===== src/rtl/aesl_deadlock_event_log_pkg.sv =====
// Shared types and record layout for the deadlock event logger.
// A record is {timestamp, origin, blocked snapshot}, with the MSB first.
package aesl_deadlock_event_log_pkg;

    typedef enum logic {
        IDLE,
        HOLD
    } cap_state_e;

    localparam logic [15:0] EVENT_CNT_MAX = 16'hFFFF;

    function automatic int rec_width(input int ts_w, input int n_proc);
        return ts_w + 2 * n_proc;
    endfunction

    function automatic int blocked_lsb();
        return 0;
    endfunction

    function automatic int origin_lsb(input int n_proc);
        return n_proc;
    endfunction

    function automatic int ts_lsb(input int n_proc);
        return 2 * n_proc;
    endfunction

endpackage


===== src/rtl/aesl_dl_event_fifo.sv =====
// Record FIFO for the deadlock event logger. Pointers carry one extra wrap bit.
// rd_data_o reads as zero whenever the FIFO is empty.
module aesl_dl_event_fifo #(
    parameter int WIDTH = 40,
    parameter int DEPTH = 4
) (
    input  logic             clock,
    input  logic             reset,
    input  logic             wr_en_i,
    input  logic [WIDTH-1:0] wr_data_i,
    input  logic             rd_en_i,
    output logic             full_o,
    output logic             empty_o,
    output logic [WIDTH-1:0] rd_data_o
);

    localparam int DEPTH_LOG2 = $clog2(DEPTH);

    logic [DEPTH_LOG2:0] wr_ptr_q, wr_ptr_d;
    logic [DEPTH_LOG2:0] rd_ptr_q, rd_ptr_d;
    logic [WIDTH-1:0]    mem_q [DEPTH];
    logic                do_wr;
    logic                do_rd;

    assign empty_o = (wr_ptr_q == rd_ptr_q);
    assign full_o  = (wr_ptr_q[DEPTH_LOG2] != rd_ptr_q[DEPTH_LOG2]) &&
                     (wr_ptr_q[DEPTH_LOG2-1:0] == rd_ptr_q[DEPTH_LOG2-1:0]);

    // A pop in the same cycle frees the slot, so a write to a full FIFO still lands.
    assign do_rd = rd_en_i && !empty_o;
    assign do_wr = wr_en_i && (!full_o || do_rd);

    // NOTE: always_comb gives every output a default first, so no latch is inferred.
    always_comb begin
        wr_ptr_d = wr_ptr_q;
        rd_ptr_d = rd_ptr_q;
        if (do_wr) wr_ptr_d = wr_ptr_q + 1'b1;
        if (do_rd) rd_ptr_d = rd_ptr_q + 1'b1;
    end

    always_ff @(posedge clock or negedge reset) begin
        if (!reset) begin
            wr_ptr_q <= '0;
            rd_ptr_q <= '0;
        end else begin
            wr_ptr_q <= wr_ptr_d;
            rd_ptr_q <= rd_ptr_d;
        end
    end

    // NOTE: the storage array has no reset. Only the pointers decide validity,
    // and the output is masked to zero while the FIFO is empty.
    always_ff @(posedge clock) begin
        if (do_wr) mem_q[wr_ptr_q[DEPTH_LOG2-1:0]] <= wr_data_i;
    end

    assign rd_data_o = empty_o ? '0 : mem_q[rd_ptr_q[DEPTH_LOG2-1:0]];

endmodule


===== src/rtl/aesl_deadlock_event_log.sv =====
// Logs deadlock detections as timestamped records into a FIFO. It also counts
// detections and raises sticky overflow and hang flags.
module aesl_deadlock_event_log
    import aesl_deadlock_event_log_pkg::*;
#(
    parameter int N_PROC      = 4,
    parameter int DEPTH       = 4,
    parameter int TS_W        = 32,
    parameter int HANG_THRESH = 1024
) (
    input  logic                     clock,
    input  logic                     reset,
    input  logic                     dl_detect,
    input  logic [N_PROC-1:0]        origin,
    input  logic [N_PROC-1:0]        proc_blocked,
    input  logic                     clr_sticky,
    output logic                     rd_valid,
    output logic [TS_W+2*N_PROC-1:0] rd_data,
    input  logic                     rd_ready,
    output logic                     overflow,
    output logic                     hang,
    output logic [15:0]              event_cnt
);

    localparam int REC_W = rec_width(TS_W, N_PROC);
    localparam int HC_W  = $clog2(HANG_THRESH + 1);
    localparam logic [HC_W-1:0] HANG_MAX = HC_W'(HANG_THRESH);

    cap_state_e       state_q, state_d;
    logic [TS_W-1:0]  ts_q, ts_d;
    logic [HC_W-1:0]  hang_cnt_q, hang_cnt_d;
    logic             hang_q, hang_d;
    logic             overflow_q, overflow_d;
    logic [15:0]      event_cnt_q, event_cnt_d;

    logic             capture;
    logic             fifo_full;
    logic             fifo_empty;
    logic             drop;
    logic             all_blocked;
    logic             hang_set;
    logic [REC_W-1:0] record;

    assign capture     = (state_q == IDLE) && dl_detect;
    assign drop        = capture && fifo_full && !rd_ready;
    assign all_blocked = (&proc_blocked) && !dl_detect;

    always_comb begin
        record = '0;
        record[blocked_lsb() +: N_PROC]     = proc_blocked;
        record[origin_lsb(N_PROC) +: N_PROC] = origin;
        record[ts_lsb(N_PROC) +: TS_W]      = ts_q;
    end

    always_comb begin
        state_d = state_q;
        case (state_q)
            IDLE:    if (dl_detect)  state_d = HOLD;
            HOLD:    if (!dl_detect) state_d = IDLE;
            default: state_d = IDLE;
        endcase

        ts_d = ts_q + 1'b1;

        event_cnt_d = event_cnt_q;
        if (capture && event_cnt_q != EVENT_CNT_MAX) event_cnt_d = event_cnt_q + 1'b1;

        hang_cnt_d = '0;
        if (all_blocked) hang_cnt_d = (hang_cnt_q == HANG_MAX) ? HANG_MAX : hang_cnt_q + 1'b1;

        // The set term is ORed in last, so a set wins over a clear in the same cycle.
        hang_set   = all_blocked && (hang_cnt_d == HANG_MAX);
        hang_d     = (hang_q && !clr_sticky) || hang_set;
        overflow_d = (overflow_q && !clr_sticky) || drop;
    end

    // NOTE: sequential state uses non-blocking assignments only.
    always_ff @(posedge clock or negedge reset) begin
        if (!reset) begin
            state_q     <= IDLE;
            ts_q        <= '0;
            hang_cnt_q  <= '0;
            hang_q      <= 1'b0;
            overflow_q  <= 1'b0;
            event_cnt_q <= '0;
        end else begin
            state_q     <= state_d;
            ts_q        <= ts_d;
            hang_cnt_q  <= hang_cnt_d;
            hang_q      <= hang_d;
            overflow_q  <= overflow_d;
            event_cnt_q <= event_cnt_d;
        end
    end

    aesl_dl_event_fifo #(
        .WIDTH (REC_W),
        .DEPTH (DEPTH)
    ) u_fifo (
        .clock     (clock),
        .reset     (reset),
        .wr_en_i   (capture),
        .wr_data_i (record),
        .rd_en_i   (rd_ready),
        .full_o    (fifo_full),
        .empty_o   (fifo_empty),
        .rd_data_o (rd_data)
    );

    assign rd_valid  = !fifo_empty;
    assign overflow  = overflow_q;
    assign hang      = hang_q;
    assign event_cnt = event_cnt_q;

endmodule


===== config.mk =====
export PLATFORM = sky130hd
export DESIGN_NAME = aesl_deadlock_event_log
export DESIGN_NICKNAME = d
export VERILOG_FILES = /design/src/rtl/aesl_deadlock_event_log_pkg.sv /design/src/rtl/aesl_dl_event_fifo.sv /design/src/rtl/aesl_deadlock_event_log.sv
export SDC_FILE = /design/constraint.sdc
export NUM_CORES = 1
export LEC_CHECK = 0
export CAP_MARGIN = 20
export CORE_MARGIN = 10
export CORE_UTILIZATION = 62
export DETAILED_ROUTE_END_ITERATION = 10
export PLACE_DENSITY = 0.84
export RECOVER_POWER = 50
export SKIP_CTS_REPAIR_TIMING = 1
export SYNTH_ARGS = -nofsm -noshare
export SYNTH_HDL_FRONTEND = slang
export SYNTH_SLANG_ARGS = --single-unit

===== constraint.sdc =====
create_clock -name clock -period 6.5 [get_ports clock]
set_clock_uncertainty 0.05 [all_clocks]
set_input_delay 1.625 -clock clock [delete_from_list [all_inputs] [get_ports clock]]
set_output_delay 1.625 -clock clock [all_outputs]
set_load 0.005 [all_outputs]

==> results of run 1 <==
==> registers in the layout (all words and copies together), names as in the netlist <==
name,count
u_fifo.mem_q,160
ts_q,32
event_cnt,16
hang_cnt_q,11
u_fifo.rd_ptr_q,3
u_fifo.wr_ptr_q,3
hang,1
overflow,1
state_q,1
==> per-stage QoR <==
step           worst slack (ns)  hold slack [ns]  utilization (%)  cells  cell area (sq um)
2_1_floorplan              3.00            0.412                -    556               9240
4_1_cts                    1.62            0.440             74.8    837              10900
6_report                   1.69            0.441             75.0    839              10900
5_1_grt                   0.905            0.473             75.0    839              10900
3_5_place_dp               2.14            0.428             69.7    797              10200
3_3_place_gp               2.21            0.429             69.4    795              10100
==> synth_stat cells, types with 5 or more instances <==
master / number
and2_1: 47
buf_2: 5
nand3_1: 22
mux4_2: 40
clkbuf_1: 14
and3_1: 8
dfrtp_1: 68
ha_1: 9
nand2_1: 29
nor2_1: 27
inv_1: 9
nand4_1: 14
nor3_1: 9
xor2_1: 14
edfxtp_1: 160
xnor2_1: 47
==> logic make-up (layout without fill, tap and decap cells) <==
logic type | count (synthesis) | count (layout) | synth area share (%)
DFF | 228 | 228 | 70.4
and+or+nand+nor | 175 | 175 | 10.3
xor gates and xnor gates | 61 | 61 | 5.78
muxes | 43 | 43 | 10.1
buffers and inverters | 29 | 128 | 1.33
AOI/OAI and AO/OA | 11 | 11 | 0.853
adders and majority gates | 9 | 9 | 1.22
==> per-layer routing <==
| layer | vias to the layer above | track usage [%] | share of wire (%) |
|---|---|---|---|
| li1 | 2236 | - | - |
| met1 | 2502 | 22.0 | 41 |
| met2 | 156 | 28.7 | 51 |
| met3 | 18 | 3.84 | 7.3 |
| met4 | 0 | 3.28 | 0.81 |
| met5 | - | 0 | 0 |
==> cells in the final DEF, fill, tap and decap left out, drive strengths merged, types with 2 or more instances in the layout <==
cell type and count:
nor4 3, and3 8, xor2 14, nand4 16
bufinv 2, nand2b 2, clkbuf 34, dlygate4sd3 9
clkdlybuf4s50 61, nor2 27, o21ai 2, and4 3
nor3 9, a21oi 2, nor2b 2, mux2 3
nand2 29, xnor2 47, and2 47, nand3 23
dfrtp 68, mux4 40, buf 8, inv 9
clkinv 4, edfxtp 160, ha 9, o31a 2
==> final cells by class <==
class / instances / share of cell area, %
flip-flops and latches: 228 / 59.5
multi-input cells: 299 / 23.9
repair buffers: 79 / 7.42
clock buffers: 33 / 5.97
well taps: 184 / 2.10
clock inverters: 7 / 0.800
inverters: 9 / 0.309
==> power by group through the flow <==
stage | clock network (mW) | registers, mW | logic, mW
3_5_place_dp | 0 | 1.88 | 1.42
5_1_grt | 1.37 | 1.87 | 1.51
3_3_place_gp | 0 | 1.87 | 1.38
4_1_cts | 1.30 | 1.85 | 1.43
2_1_floorplan | 0 | 1.82 | 0.727
6_report | 1.28 | 1.85 | 1.39
==> worst max-delay path by stage <==
stage / startpoint / end / slack, ns / cells past startpoint
floorplan: dl_detect / u_fifo.mem_q[3][0] / 3.00 / 3
global placement: u_fifo.rd_ptr_q[0] / rd_data[39] / 2.21 / 4
detailed placement: u_fifo.rd_ptr_q[0] / rd_data[2] / 2.14 / 4
CTS: u_fifo.rd_ptr_q[0] / rd_data[1] / 1.62 / 4
global route: reset / u_fifo.rd_ptr_q[0] / 0.90 / 2
finish: reset / u_fifo.rd_ptr_q[0] / 1.69 / 2
==> flow_summary.toml, run 1 <==
[route]
num_vias = 4912
wire_per_inst_um = 20.4
first_pass_iters = 4
drc = 0
ant_nets = 0
wirelength_um = 17100
drt_first_iter_violations = 393
vias_per_cell = 5.85

[timing]
fin_crit_sh_pct = 73.9
hold_violations = 0
period_minus_slack_ns = 4.81
rsz0062_at_grt = "false"
fin_tns_setup_ns = 0
tightestPinTransition_ns = 3.58
setup_viol = 0
max_slew_margin_pct = -139
max_clock_freq_ghz = 0.208
slew_violations = 69

[setup_path]
timing.rr.end = "u_fifo.mem_q[1][13]"
crit_buf_inv = 2
reg2reg_slack_ns = 3.93
path_class = "primary input to async pin"
path_max_fanout = 68
cp-end-kind = "async pin"
cp.required_ns = 5.95
crit_path_cell_trace = "buf_2 -> clkbuf_1"
slowest_delay_ns = 2.49
setup.worst_path.start_class = "primary input"
rr_worst_depth = 5
worstPathArrival_ns = 4.26
cpMaxStageDelayCell = "clkbuf_1"
crit_family = "buffers and inverters"
r2r_start = "u_fifo.rd_ptr_q[0]"

[yosys]
yosys_warnings = 0
synth_edf_count = 160
seq_area_frac_synth_pct = 70.4
synth.cell_area_sq_um = 9240
ys_ff_latch = 228
synthArstFlopShare_pct = 29.8
synth_area_leaders = "edfxtp_1 52%, dfrtp_1 18%, mux4_2 9.7%"
syn_area_per_cell_sq_um = 16.6
synth_nets = 578
yosys.area.top_type = "edfxtp_1"
synthFlopType = "edfxtp_1"
syn_inst = 556
yosysUniqueCellTypes = 39
netlist.area_leader.share_pct = 52.0

[layout]
antenna_cells = 0
area_growth_pct = 18.4
seqCellArea_sq_um = 6510
multi_input_area_sq_um = 2620
drive_gt1_share_pct = 14.7
fill_cells = 796
final_nets = 661

[status]
violations = "max-capacitance violations, max-slew violations"
outcome = "finished with violations"

[power]
combPwrFrac_pct = 30.7
p_total_mw = 4.52
p_seq_share_pct = 40.9
internal_power_mw = 3.36
sw_frac_of_total_pct = 25.6
p_sw_mw = 1.15
vdd_ir_drop_max_mv = 0.349
clockPowerShare_pct = 28.4
powerDensity_nw_per_um2 = 413
leakagePower_nw = 3.74

[clock_network]
cts_htree_levels = 1
clk_latency_ns = 0.49
clockBufferDepth = 3
cts_sinks = 228
cts_tree = "built"
cts_root_buf = "clkbuf_16"
cts_buffers = 22
clkTransAtPathRegs_ns = 0.06

[place]
routabilityCongestion = 0.864
hpwl_um = 10300
io_buffers = 71

[die]
fp.dieH_um = 142
initial_core_util_pct = 63.3
io_pins = 72
die_area_sq_um = 20200
fp-row-count = 44
die_w_um = 142
core_area_sq_um = 14600

[min_path]
min_path_cells = 1
hp-class = "register to register"
worstHoldStart = "u_fifo.wr_ptr_q[2]"
hold_path_end = "u_fifo.wr_ptr_q[2]"

[global_route]
grt_pass1_wl_um = 27800
antenna_found_initial = 0
overflow = 0
grt_max_degree = 69
grt_pass1_vias = 5269
grt_use_total_pct = 16.9

[job]
drv_cap = 1
Note: power is estimated with default switching activity, not from simulation.
==> run 2, diff against run 1 <==
- CORE_UTILIZATION: 62 -> 52
- PLACE_DENSITY: 0.84 -> 0.75
- clock period: 6.5 -> 4.3 ns (I/O delays scaled with it)
==> flow_summary.toml, run 2 (synthesis gave the netlist of run 1 again) <==
[power]
clockPowerShare_pct = 29.4
vdd_ir_drop_max_mv = 0.388
combPwrFrac_pct = 30.3
powerDensity_nw_per_um2 = 629
p_seq_share_pct = 40.3
sw_frac_of_total_pct = 26.3
internal_power_mw = 5.13
leakagePower_nw = 3.77
p_sw_mw = 1.83

[timing]
slew_violations = 0
max_slew_margin_pct = 3.30
fin_tns_setup_ns = 0
finalHoldWorstSlack_ns = 0.447
setup_viol = 0
hold_violations = 0
worst_slack_ns = 0.400
fin_crit_sh_pct = 90.7
period_minus_slack_ns = 3.90
tightestPinTransition_ns = 1.45
rsz0062_at_grt = "false"
max_clock_freq_ghz = 0.256

[die]
core_area_sq_um = 17400
die_area_sq_um = 23500
die_w_um = 153
fp-row-count = 48
fp.dieH_um = 153
initial_core_util_pct = 53.2
io_pins = 72

[layout]
final_area_sq_um = 11100
fill_cells = 1209
final_cells = 885
largest_register_ffs = 160
area_growth_pct = 19.6
final_nets = 664
mostFrequentLayoutCell = "edfxtp_1"
multi_input_area_sq_um = 2620
seqCellArea_sq_um = 6510
drive_gt1_share_pct = 15.8
layout_common_cells = "160 x edfxtp_1, 66 x dfrtp_1, 61 x clkdlybuf4s50_1"
antenna_cells = 0

[place]
dp_cells = 841
placed_area_sq_um = 10300
routabilityCongestion = 0.826
pre_cts_slack_ns = 0.864
hpwl_um = 10800
io_buffers = 71

[setup_path]
r2r_start = "u_fifo.rd_ptr_q[0]"
crit_end = "rd_data[35]"
rr_worst_depth = 5
crit_start = "u_fifo.rd_ptr_q[0]"
setup.worst_path.start_class = "register"
worstPathArrival_ns = 2.77
path_class = "register to output pin"
timing.rr.end = "u_fifo.mem_q[2][38]"
reg2reg_slack_ns = 1.72
cp.required_ns = 3.17
path_max_fanout = 27
cp-end-kind = "output pin"

[route]
first_pass_iters = 4
wire_per_inst_um = 19.6
drc = 0
ant_nets = 0
vias_per_cell = 5.51
drt_first_iter_violations = 286
num_vias = 4877
wirelength_um = 17300

[global_route]
grt_pass1_wl_um = 28400
grt_max_degree = 44
overflow = 0
grt_pass1_vias = 5350
grt_use_total_pct = 14.7
antenna_found_initial = 0

[job]
drv_cap = 0

[clock_network]
clkTransAtPathRegs_ns = 0.05
cts_buffers = 24
cts_tree = "built"
clockBufferDepth = 3
clk_latency_ns = 0.51
cts_htree_levels = 1
cts_sinks = 228
cts_root_buf = "clkbuf_16"

[status]
outcome = "finished clean"

[min_path]
hp-class = "register to register"
[run 2: cell count changes in the layout (fill, tap and decap cells not counted), sizes merged]
| cell | previous run | this run |
|---|---|---|
| clkbuf | 34 | 31 |
| clkinv | 4 | 10 |
| clkinvlp | 1 | 3 |
| inv | 9 | 10 |
| buf | 8 | 7 |
[run 2: cell type report]
type / instances / share of cell area [%]
Sequential cell: 228 / 58.9
Multi-Input combinational cell: 299 / 23.7
Timing Repair Buffer: 80 / 7.27
Clock buffer: 28 / 5.85
Tap cell: 225 / 2.55
Clock inverter: 16 / 1.44
Inverter: 9 / 0.306
[run 2: worst min path at each step]
stage,slack [ns],cells past startpoint,startpoint,endpoint
2_1_floorplan,0.41,1,u_fifo.wr_ptr_q[2],u_fifo.wr_ptr_q[2]
3_5_place_dp,0.43,2,overflow,overflow
6_report,0.45,1,u_fifo.wr_ptr_q[2],u_fifo.wr_ptr_q[2]
3_3_place_gp,0.43,1,u_fifo.wr_ptr_q[2],u_fifo.wr_ptr_q[2]
5_1_grt,0.46,1,u_fifo.wr_ptr_q[2],u_fifo.wr_ptr_q[2]
4_1_cts,0.45,1,u_fifo.wr_ptr_q[2],u_fifo.wr_ptr_q[2]
[run 2: metal layers]
layer / GRT usage, % / up-vias / part of all wire [%]
met5: 0 / - / 0
met4: 3.13 / 0 / 1.5
met3: 3.59 / 25 / 5.8
met2: 25.3 / 104 / 50
met1: 18.3 / 2491 / 43
li1: - / 2257 / -
[run 2: metrics by stage]
stage	power, mW	utilization [%]
3_3_place_gp	4.98	59.0
4_1_cts	7.09	63.8
6_report	6.96	63.7
3_5_place_dp	5.02	59.1
2_1_floorplan	3.85	-
5_1_grt	7.33	63.7
[run 2: worst max-delay path: stages (launching register included)]
cell and delay (ns):
dfrtp_2 0.77, buf_12 0.32, mux4_2 0.53, and2_1 0.18, clkdlybuf4s50_1 0.45
[run 2: power by group through the flow]
stage | logic [mW] | clock network (mW) | registers (mW)
after global routing | 2.30 | 2.19 | 2.83
after global placement | 2.15 | 0 | 2.83
after floorplan | 1.10 | 0 | 2.75
after detailed placement | 2.17 | 0 | 2.85
final | 2.11 | 2.05 | 2.80
after CTS | 2.18 | 2.10 | 2.81
